`config.mk`:
```
export PLATFORM = sky130hd
export DESIGN_NAME = jtframe_upload_flat
export DESIGN_NICKNAME = d
export VERILOG_FILES = /design/src/rtl/jtframe_upload_if.sv /design/src/rtl/jtframe_upload.sv /design/src/flat_wrapper.sv
export SDC_FILE = /design/constraint.sdc
export NUM_CORES = 1
export LEC_CHECK = 0
export ABC_CLOCK_PERIOD_IN_PS = 9000
export CORE_UTILIZATION = 50
export DETAILED_ROUTE_END_ITERATION = 10
export PLACE_DENSITY = 0.9
export SLEW_MARGIN = 5
export SYNTH_ARGS = -nofsm -noshare
export SYNTH_HDL_FRONTEND = slang
export SYNTH_SLANG_ARGS = --single-unit
```
`constraint.sdc`:
```
create_clock -name clk_sys -period 9 [get_ports clk_sys]
set_clock_uncertainty 0.05 [all_clocks]
set_input_delay 2.25 -clock clk_sys [delete_from_list [all_inputs] [get_ports clk_sys]]
set_output_delay 2.25 -clock clk_sys [all_outputs]
set_load 0.01 [all_outputs]
```
`src/rtl/jtframe_upload_if.sv`:
```
// jtframe_upload_if
//   Groups the two buses of the upload reader.
//   HPS side : ioctl_upload, ioctl_rd, ioctl_addr (to reader), ioctl_din, ioctl_wait (from reader)
//   SDRAM side: prog_addr, prog_rd (from reader), prog_data, prog_rdy (to reader)
//   Modport slave is the reader's view of both buses.
//   Modport master is the surrounding system's view: HPS plus SDRAM controller.
interface jtframe_upload_if;
    logic        ioctl_upload;
    logic        ioctl_rd;
    logic [21:0] ioctl_addr;
    logic [7:0]  ioctl_din;
    logic        ioctl_wait;
    logic [21:0] prog_addr;
    logic        prog_rd;
    logic [15:0] prog_data;
    logic        prog_rdy;

    modport slave (
        input  ioctl_upload, ioctl_rd, ioctl_addr,
        output ioctl_din, ioctl_wait,
        output prog_addr, prog_rd,
        input  prog_data, prog_rdy
    );

    modport master (
        output ioctl_upload, ioctl_rd, ioctl_addr,
        input  ioctl_din, ioctl_wait,
        input  prog_addr, prog_rd,
        output prog_data, prog_rdy
    );
endinterface

```
`src/rtl/jtframe_upload.sv`:
```
// jtframe_upload
//   Serves HPS upload byte reads from SDRAM through a one-word cache.
//   A cache hit answers on the next edge without raising ioctl_wait. A miss
//   issues a level read on prog_rd (word address + BASE) and waits for
//   prog_rdy, giving up after TIMEOUT cycles and returning 8'hFF.
// Ports
//   clk_sys     : system clock, rising edge
//   RESET       : asynchronous, active-high reset
//   bus         : jtframe_upload_if.slave, HPS ioctl bus and SDRAM prog bus
//   busy        : a read is in flight (REQ or WAIT)
//   timeout_err : sticky, a read timed out during this upload session
//   overrun_err : sticky, an ioctl_rd arrived while busy
module jtframe_upload #(
    parameter logic [21:0] BASE    = 22'h0,
    parameter logic [7:0]  TIMEOUT = 8'd255
) (
    input  logic             clk_sys,
    input  logic             RESET,
    jtframe_upload_if.slave  bus,
    output logic             busy,
    output logic             timeout_err,
    output logic             overrun_err
);

    typedef enum logic [1:0] {IDLE, REQ, WAIT} state_t;

    state_t      state;
    logic [20:0] cache_addr;
    logic [15:0] cache_data;
    logic        cache_valid;
    logic        byte_sel;
    logic [7:0]  cnt;
    logic        upload_q;

    logic        upload_fall;
    logic        upload_rise;
    logic        rd_req;
    logic        hit;
    logic [21:0] req_addr;
    logic [7:0]  hit_byte;
    logic [7:0]  fill_byte;

    assign upload_fall = upload_q & ~bus.ioctl_upload;
    assign upload_rise = ~upload_q & bus.ioctl_upload;
    assign rd_req      = bus.ioctl_rd & bus.ioctl_upload;
    // A new session invalidates the cache in the same edge, so never hit on it
    assign hit         = cache_valid & ~upload_rise & (bus.ioctl_addr[21:1] == cache_addr);
    assign req_addr    = {1'b0, bus.ioctl_addr[21:1]} + BASE;
    assign hit_byte    = bus.ioctl_addr[0] ? cache_data[15:8] : cache_data[7:0];
    assign fill_byte   = byte_sel ? bus.prog_data[15:8] : bus.prog_data[7:0];
    assign busy        = (state != IDLE);

    always_ff @(posedge clk_sys or posedge RESET) begin
        if (RESET) begin
            state          <= IDLE;
            bus.ioctl_din  <= 8'h00;
            bus.ioctl_wait <= 1'b0;
            bus.prog_rd    <= 1'b0;
            bus.prog_addr  <= 22'h0;
            cache_addr     <= 21'h0;
            cache_data     <= 16'h0;
            cache_valid    <= 1'b0;
            byte_sel       <= 1'b0;
            cnt            <= 8'h0;
            upload_q       <= 1'b0;
            timeout_err    <= 1'b0;
            overrun_err    <= 1'b0;
        end else begin
            upload_q <= bus.ioctl_upload;
            if (upload_fall) begin
                // End of session: abort anything in flight, a late prog_rdy lands in IDLE
                state          <= IDLE;
                bus.prog_rd    <= 1'b0;
                bus.ioctl_wait <= 1'b0;
                cache_valid    <= 1'b0;
                timeout_err    <= 1'b0;
                overrun_err    <= 1'b0;
            end else begin
                if (upload_rise) begin
                    cache_valid <= 1'b0;
                    timeout_err <= 1'b0;
                    overrun_err <= 1'b0;
                end
                if (rd_req && state != IDLE) begin
                    overrun_err <= 1'b1;
                end
                case (state)
                    IDLE: begin
                        if (rd_req) begin
                            if (hit) begin
                                bus.ioctl_din <= hit_byte;
                            end else begin
                                state          <= REQ;
                                bus.ioctl_wait <= 1'b1;
                                bus.prog_rd    <= 1'b1;
                                bus.prog_addr  <= req_addr;
                                byte_sel       <= bus.ioctl_addr[0];
                            end
                        end
                    end
                    REQ: begin
                        state <= WAIT;
                        cnt   <= 8'h0;
                    end
                    WAIT: begin
                        if (bus.prog_rdy) begin
                            // Low 21 bits of (prog_addr - BASE) recover the word address
                            cache_data     <= bus.prog_data;
                            cache_addr     <= bus.prog_addr[20:0] - BASE[20:0];
                            cache_valid    <= 1'b1;
                            bus.ioctl_din  <= fill_byte;
                            bus.prog_rd    <= 1'b0;
                            bus.ioctl_wait <= 1'b0;
                            state          <= IDLE;
                        end else if (cnt == TIMEOUT) begin
                            bus.ioctl_din  <= 8'hFF;
                            timeout_err    <= 1'b1;
                            bus.prog_rd    <= 1'b0;
                            bus.ioctl_wait <= 1'b0;
                            state          <= IDLE;
                        end else if (cnt != 8'hFF) begin
                            cnt <= cnt + 8'd1;
                        end
                    end
                    default: state <= IDLE;
                endcase
            end
        end
    end

endmodule

```
`src/flat_wrapper.sv`:
```
// flat-port wrapper written by rule: the top's interface ports become plain ports
module jtframe_upload_flat 
#(
    parameter logic [21:0] BASE    = 22'h0,
    parameter logic [7:0]  TIMEOUT = 8'd255
)
  (clk_sys, RESET, busy, timeout_err, overrun_err, bus_ioctl_upload, bus_ioctl_rd, bus_ioctl_addr, bus_ioctl_din, bus_ioctl_wait, bus_prog_addr, bus_prog_rd, bus_prog_data, bus_prog_rdy);
  jtframe_upload_if bus_i ();
  input  logic clk_sys;
  input  logic RESET;
  output logic busy;
  output logic timeout_err;
  output logic overrun_err;
  input wire logic [$bits(bus_i.ioctl_upload)-1:0] bus_ioctl_upload;
  input wire logic [$bits(bus_i.ioctl_rd)-1:0] bus_ioctl_rd;
  input wire logic [$bits(bus_i.ioctl_addr)-1:0] bus_ioctl_addr;
  output wire logic [$bits(bus_i.ioctl_din)-1:0] bus_ioctl_din;
  output wire logic [$bits(bus_i.ioctl_wait)-1:0] bus_ioctl_wait;
  output wire logic [$bits(bus_i.prog_addr)-1:0] bus_prog_addr;
  output wire logic [$bits(bus_i.prog_rd)-1:0] bus_prog_rd;
  input wire logic [$bits(bus_i.prog_data)-1:0] bus_prog_data;
  input wire logic [$bits(bus_i.prog_rdy)-1:0] bus_prog_rdy;
  assign bus_i.ioctl_upload = bus_ioctl_upload;
  assign bus_i.ioctl_rd = bus_ioctl_rd;
  assign bus_i.ioctl_addr = bus_ioctl_addr;
  assign bus_ioctl_din = bus_i.ioctl_din;
  assign bus_ioctl_wait = bus_i.ioctl_wait;
  assign bus_prog_addr = bus_i.prog_addr;
  assign bus_prog_rd = bus_i.prog_rd;
  assign bus_i.prog_data = bus_prog_data;
  assign bus_i.prog_rdy = bus_prog_rdy;
  jtframe_upload #(.BASE(BASE), .TIMEOUT(TIMEOUT)) u_core (.clk_sys(clk_sys), .RESET(RESET), .bus(bus_i), .busy(busy), .timeout_err(timeout_err), .overrun_err(overrun_err));
endmodule
```
==> metrics.md <==
| Metric | Value |
|---|---|
| Post-synthesis cell count | 284 |
| Pleak | 2.09 nW |
| Power Internal | 0.867 mW |
| Number of flops mapped to enable cells by yosys | 0 |
| Final net count | 405 |
| Die height | 89.9 µm |
| P per Cell Area | 250 mW/mm² |
| Die ar. | 0.00808 mm² |
| Sw frac | 28.9% |
| CP max stage delay | 0.79 ns |
| Clock sink count | 82 |
| Crit path max-delay cell type | nand3_2 |
| Mapped cell area | 0.00386 mm² |
| Ports | 78 |
| Starting Density | 52.4% |
| Max-cap viol count | 0 |
| # Post-CTS Setup Buffers | 0 |
| Worst Hold Slack | 0.461 ns |
| Slew HR | 33.2% |
| Core region area | 0.00737 mm² |
| Combinational power share | 31.5% |
| Die X-Extent | 89.9 µm |
| Setup-failing EPs final | 0 |
| Critical Path Stages | 4 |
| Final min period | 4.40 ns |
| Main synth FF type | dfrtp_1 |
| Register area share after synthesis | 53.1% |
| Unrepaired setup endpoints after global routing | no |
| Final WL | 7610 µm |
| Clock Tree Buf Depth | 2 |
| WHS Path Cells | 2 |
| Worst slew pin tran | 1.00 ns |
| Final core occ | 66.2% |
| Yosys warning count | 0 |
| P_sw | 0.352 mW |
| Root Buffer | clkbuf_8 |
| Worst skew pair latency | 0.36 ns |
| FF-to-FF path depth | 4 |
| Hold_buf cts | 0 |
| Ordered list of cells on the worst path | clkdlybuf4s50_1, nand2b_1, nand3_2, mux2_2 |
| Via count of the first global-routing pass | 2676 |
| Initial antenna violation count | 0 |
| Crit path DAT | 4.59 ns |
| Sequential power share | 47.7% |
| Routed WL per cell | 16.4 µm |
| Buffers on Ports | 76 |
| Clock Power Share | 20.8% |
| GRT Overall Usage | 20.2% |
| Share of flip-flops with an asynchronous set or reset | 100% |
| First-pass GRT wire length | 12700 µm |
| PostCTS Resize Cnt | 0 |
| Top Metal Used | met4 |
| Max FO, Critical Path | 38 |
| Yosys reg bits | 82 |
| DRT iter0 DRCs | 127 |
| Antenna-violating nets left | 0 |
| Setup TNS | 0 ns |
| Fmax | 227 MHz |
| Slew Limit Fails | 0 |
| CP startpoint kind | primary input |
| Remaining DRCs | 0 |
| Hold_sp | u_core.cache_valid |
| CP endpoint kind | flip-flop |
| Delay-heaviest family, CP | simple AND/OR/NAND/NOR gates |
| Fin crit share | 48.9% |
| Worst-path clk slew | 0.08 ns |
| Fraction of layout cells with a size suffix above 1 | 25.5% |
| Std-Cell Rows | 31 |
| Routed vias/inst | 5.31 |
| Req. time, crit path | 9.19 ns |
| Status | finished clean |
| Net Count, Synth | 328 |
| Met1 WL | 3210 µm |
| Critical path origin | bus_ioctl_upload |
| Synth Area per Inst | 13.6 µm² |
| Final Hold Fails | 0 |
| Clock tree from TritonCTS | yes |
| Dpl hpwl | 5400 µm |
| Post-synthesis cell type count | 41 |
| Syn-to-layout area delta | 26.3% |
| H-tree level count | 3 |
| Largest net degree at the start of global routing | 83 |
| GRT Residual Overflow | 0 |
| CP Class | in2reg |
| Worst path buffer plus inverter count | 1 |
| DR pass1 iterations | 4 |
| Ant diodes | 0 |
| WL met3 | 438 µm |
| CTS Buf Count | 9 |
| RR Startpoint | u_core.state[1] |
| Placer Congestion | 0.816 |
| Total vias in the final route | 2465 |
| Class of the worst hold path | reg2reg |
| Met2 routed WL | 3830 µm |
| Max VDD drop | 0.138 mV |
-- cell families after synthesis --
logic type / synth area share (%)
adder cells (fa/ha/maj): 0.324
buffers and inverters: 2.46
flip-flops: 53.1
AO/OA/AOI/OAI: 7.09
multiplexers: 25.4
other: 0.0971
XOR/XNOR: 5.44
AND/OR/NAND/NOR: 6.03
-- final timing paths --
kind / end / slack [ns]
setup / recovery: u_core.cache_data[0] / 4.60
hold / removal: u_core.cache_valid / 0.46
setup reg to reg: u_core.cache_data[0] / 6.59
hold reg to reg: u_core.cache_valid / 0.46
max in group asynchronous: u_core.upload_q / 5.78
min in group asynchronous: u_core.cnt[2] / 2.48
-- worst register-to-register path, delay by kind of cell (launching register included) --
family,cells,cell delay (ns)
multiplexers,1,0.62
buffers and inverters,1,0.13
AND/OR/NAND/NOR,2,1.02
flip-flops,1,0.47
-- synthesized netlist by cell type, types with 3 or more instances --
master    number  area [µm²]
buf_2          4        20.0
xor2_1         3        26.3
xnor2_1       21         184
mux2i_1       16         160
nand2_1       10        37.5
a22oi_1        8        60.1
or3_1          3        18.8
clkbuf_1       3        11.3
mux2_4        18         270
nor2_1         8        30.0
nand2b_1       3        18.8
mux2_2        49         552
a21oi_1        5        25.0
inv_1          6        22.5
nand4_1        6        37.5
dfrtp_1       82        2050
o21ai_0        6        30.0
nand3_1        4        20.0
-- cell type report --
cell class	count	area, µm²
timing repair buffer	78	776
clock buffer	10	128
multi-input combinational	184	1720
inverter	6	23.8
clock inverter	5	56.3
tap	99	124
fill	538	2490
sequential	82	2050
-- power by group through the flow --
| stage | clock [mW] | sequential, mW | combinational [mW] |
|---|---|---|---|
| after floorplan | 0 | 0.582 | 0.229 |
| after global placement | 0 | 0.577 | 0.371 |
| after detailed placement | 0 | 0.588 | 0.388 |
| after CTS | 0.259 | 0.582 | 0.390 |
| after global routing | 0.278 | 0.598 | 0.413 |
| final | 0.254 | 0.581 | 0.384 |
-- layout by cell type (no fill, tap or decap), types with 2 or more instances in the layout --
| cell type | count |
|---|---|
| nand3_1 | 3 |
| nand2b_1 | 3 |
| clkinv_2 | 3 |
| xor2_1 | 3 |
| o21ai_0 | 6 |
| mux2_2 | 49 |
| nand4_1 | 6 |
| a22oi_1 | 8 |
| buf_4 | 2 |
| o211ai_1 | 2 |
| nand2_1 | 10 |
| nor2_1 | 8 |
| or3_1 | 3 |
| xnor2_1 | 21 |
| a22o_1 | 2 |
| mux2i_1 | 16 |
| mux2_4 | 18 |
| clkbuf_8 | 9 |
| nor3_1 | 2 |
| clkdlybuf4s50_1 | 76 |
| dfrtp_1 | 82 |
| o2111ai_1 | 2 |
| inv_1 | 5 |
| a21oi_1 | 5 |
-- metrics by stage --
stage / worst slack (ns) / total power [mW] / cell area [µm²] / cells
6_report: 4.60 / 1.22 / 4880 / 464
5_1_grt: 4.48 / 1.29 / 4880 / 464
4_1_cts: 4.61 / 1.23 / 4880 / 464
3_5_place_dp: 4.22 / 0.976 / 4700 / 449
3_3_place_gp: 4.33 / 0.948 / 4700 / 449
2_1_floorplan: 4.59 / 0.811 / 3860 / 284
-- layer usage --
| layer | up-vias | GRT usage (%) |
|---|---|---|
| li1 | 1164 | - |
| met5 | - | 0 |
| met4 | 0 | 8.06 |
| met2 | 79 | 34.1 |
| met1 | 1212 | 24.2 |
| met3 | 10 | 6.01 |
-- state kept, by name, indices dropped and copies added (netlist names), 2 cells and up --
| name | flops |
|---|---|
| u_core.cnt | 8 |
| u_core.bus.ioctl_din | 8 |
| u_core.cache_addr | 21 |
| u_core.bus.prog_addr | 21 |
| u_core.state | 2 |
| u_core.cache_data | 16 |
Note: power is estimated with default switching activity, not from simulation.
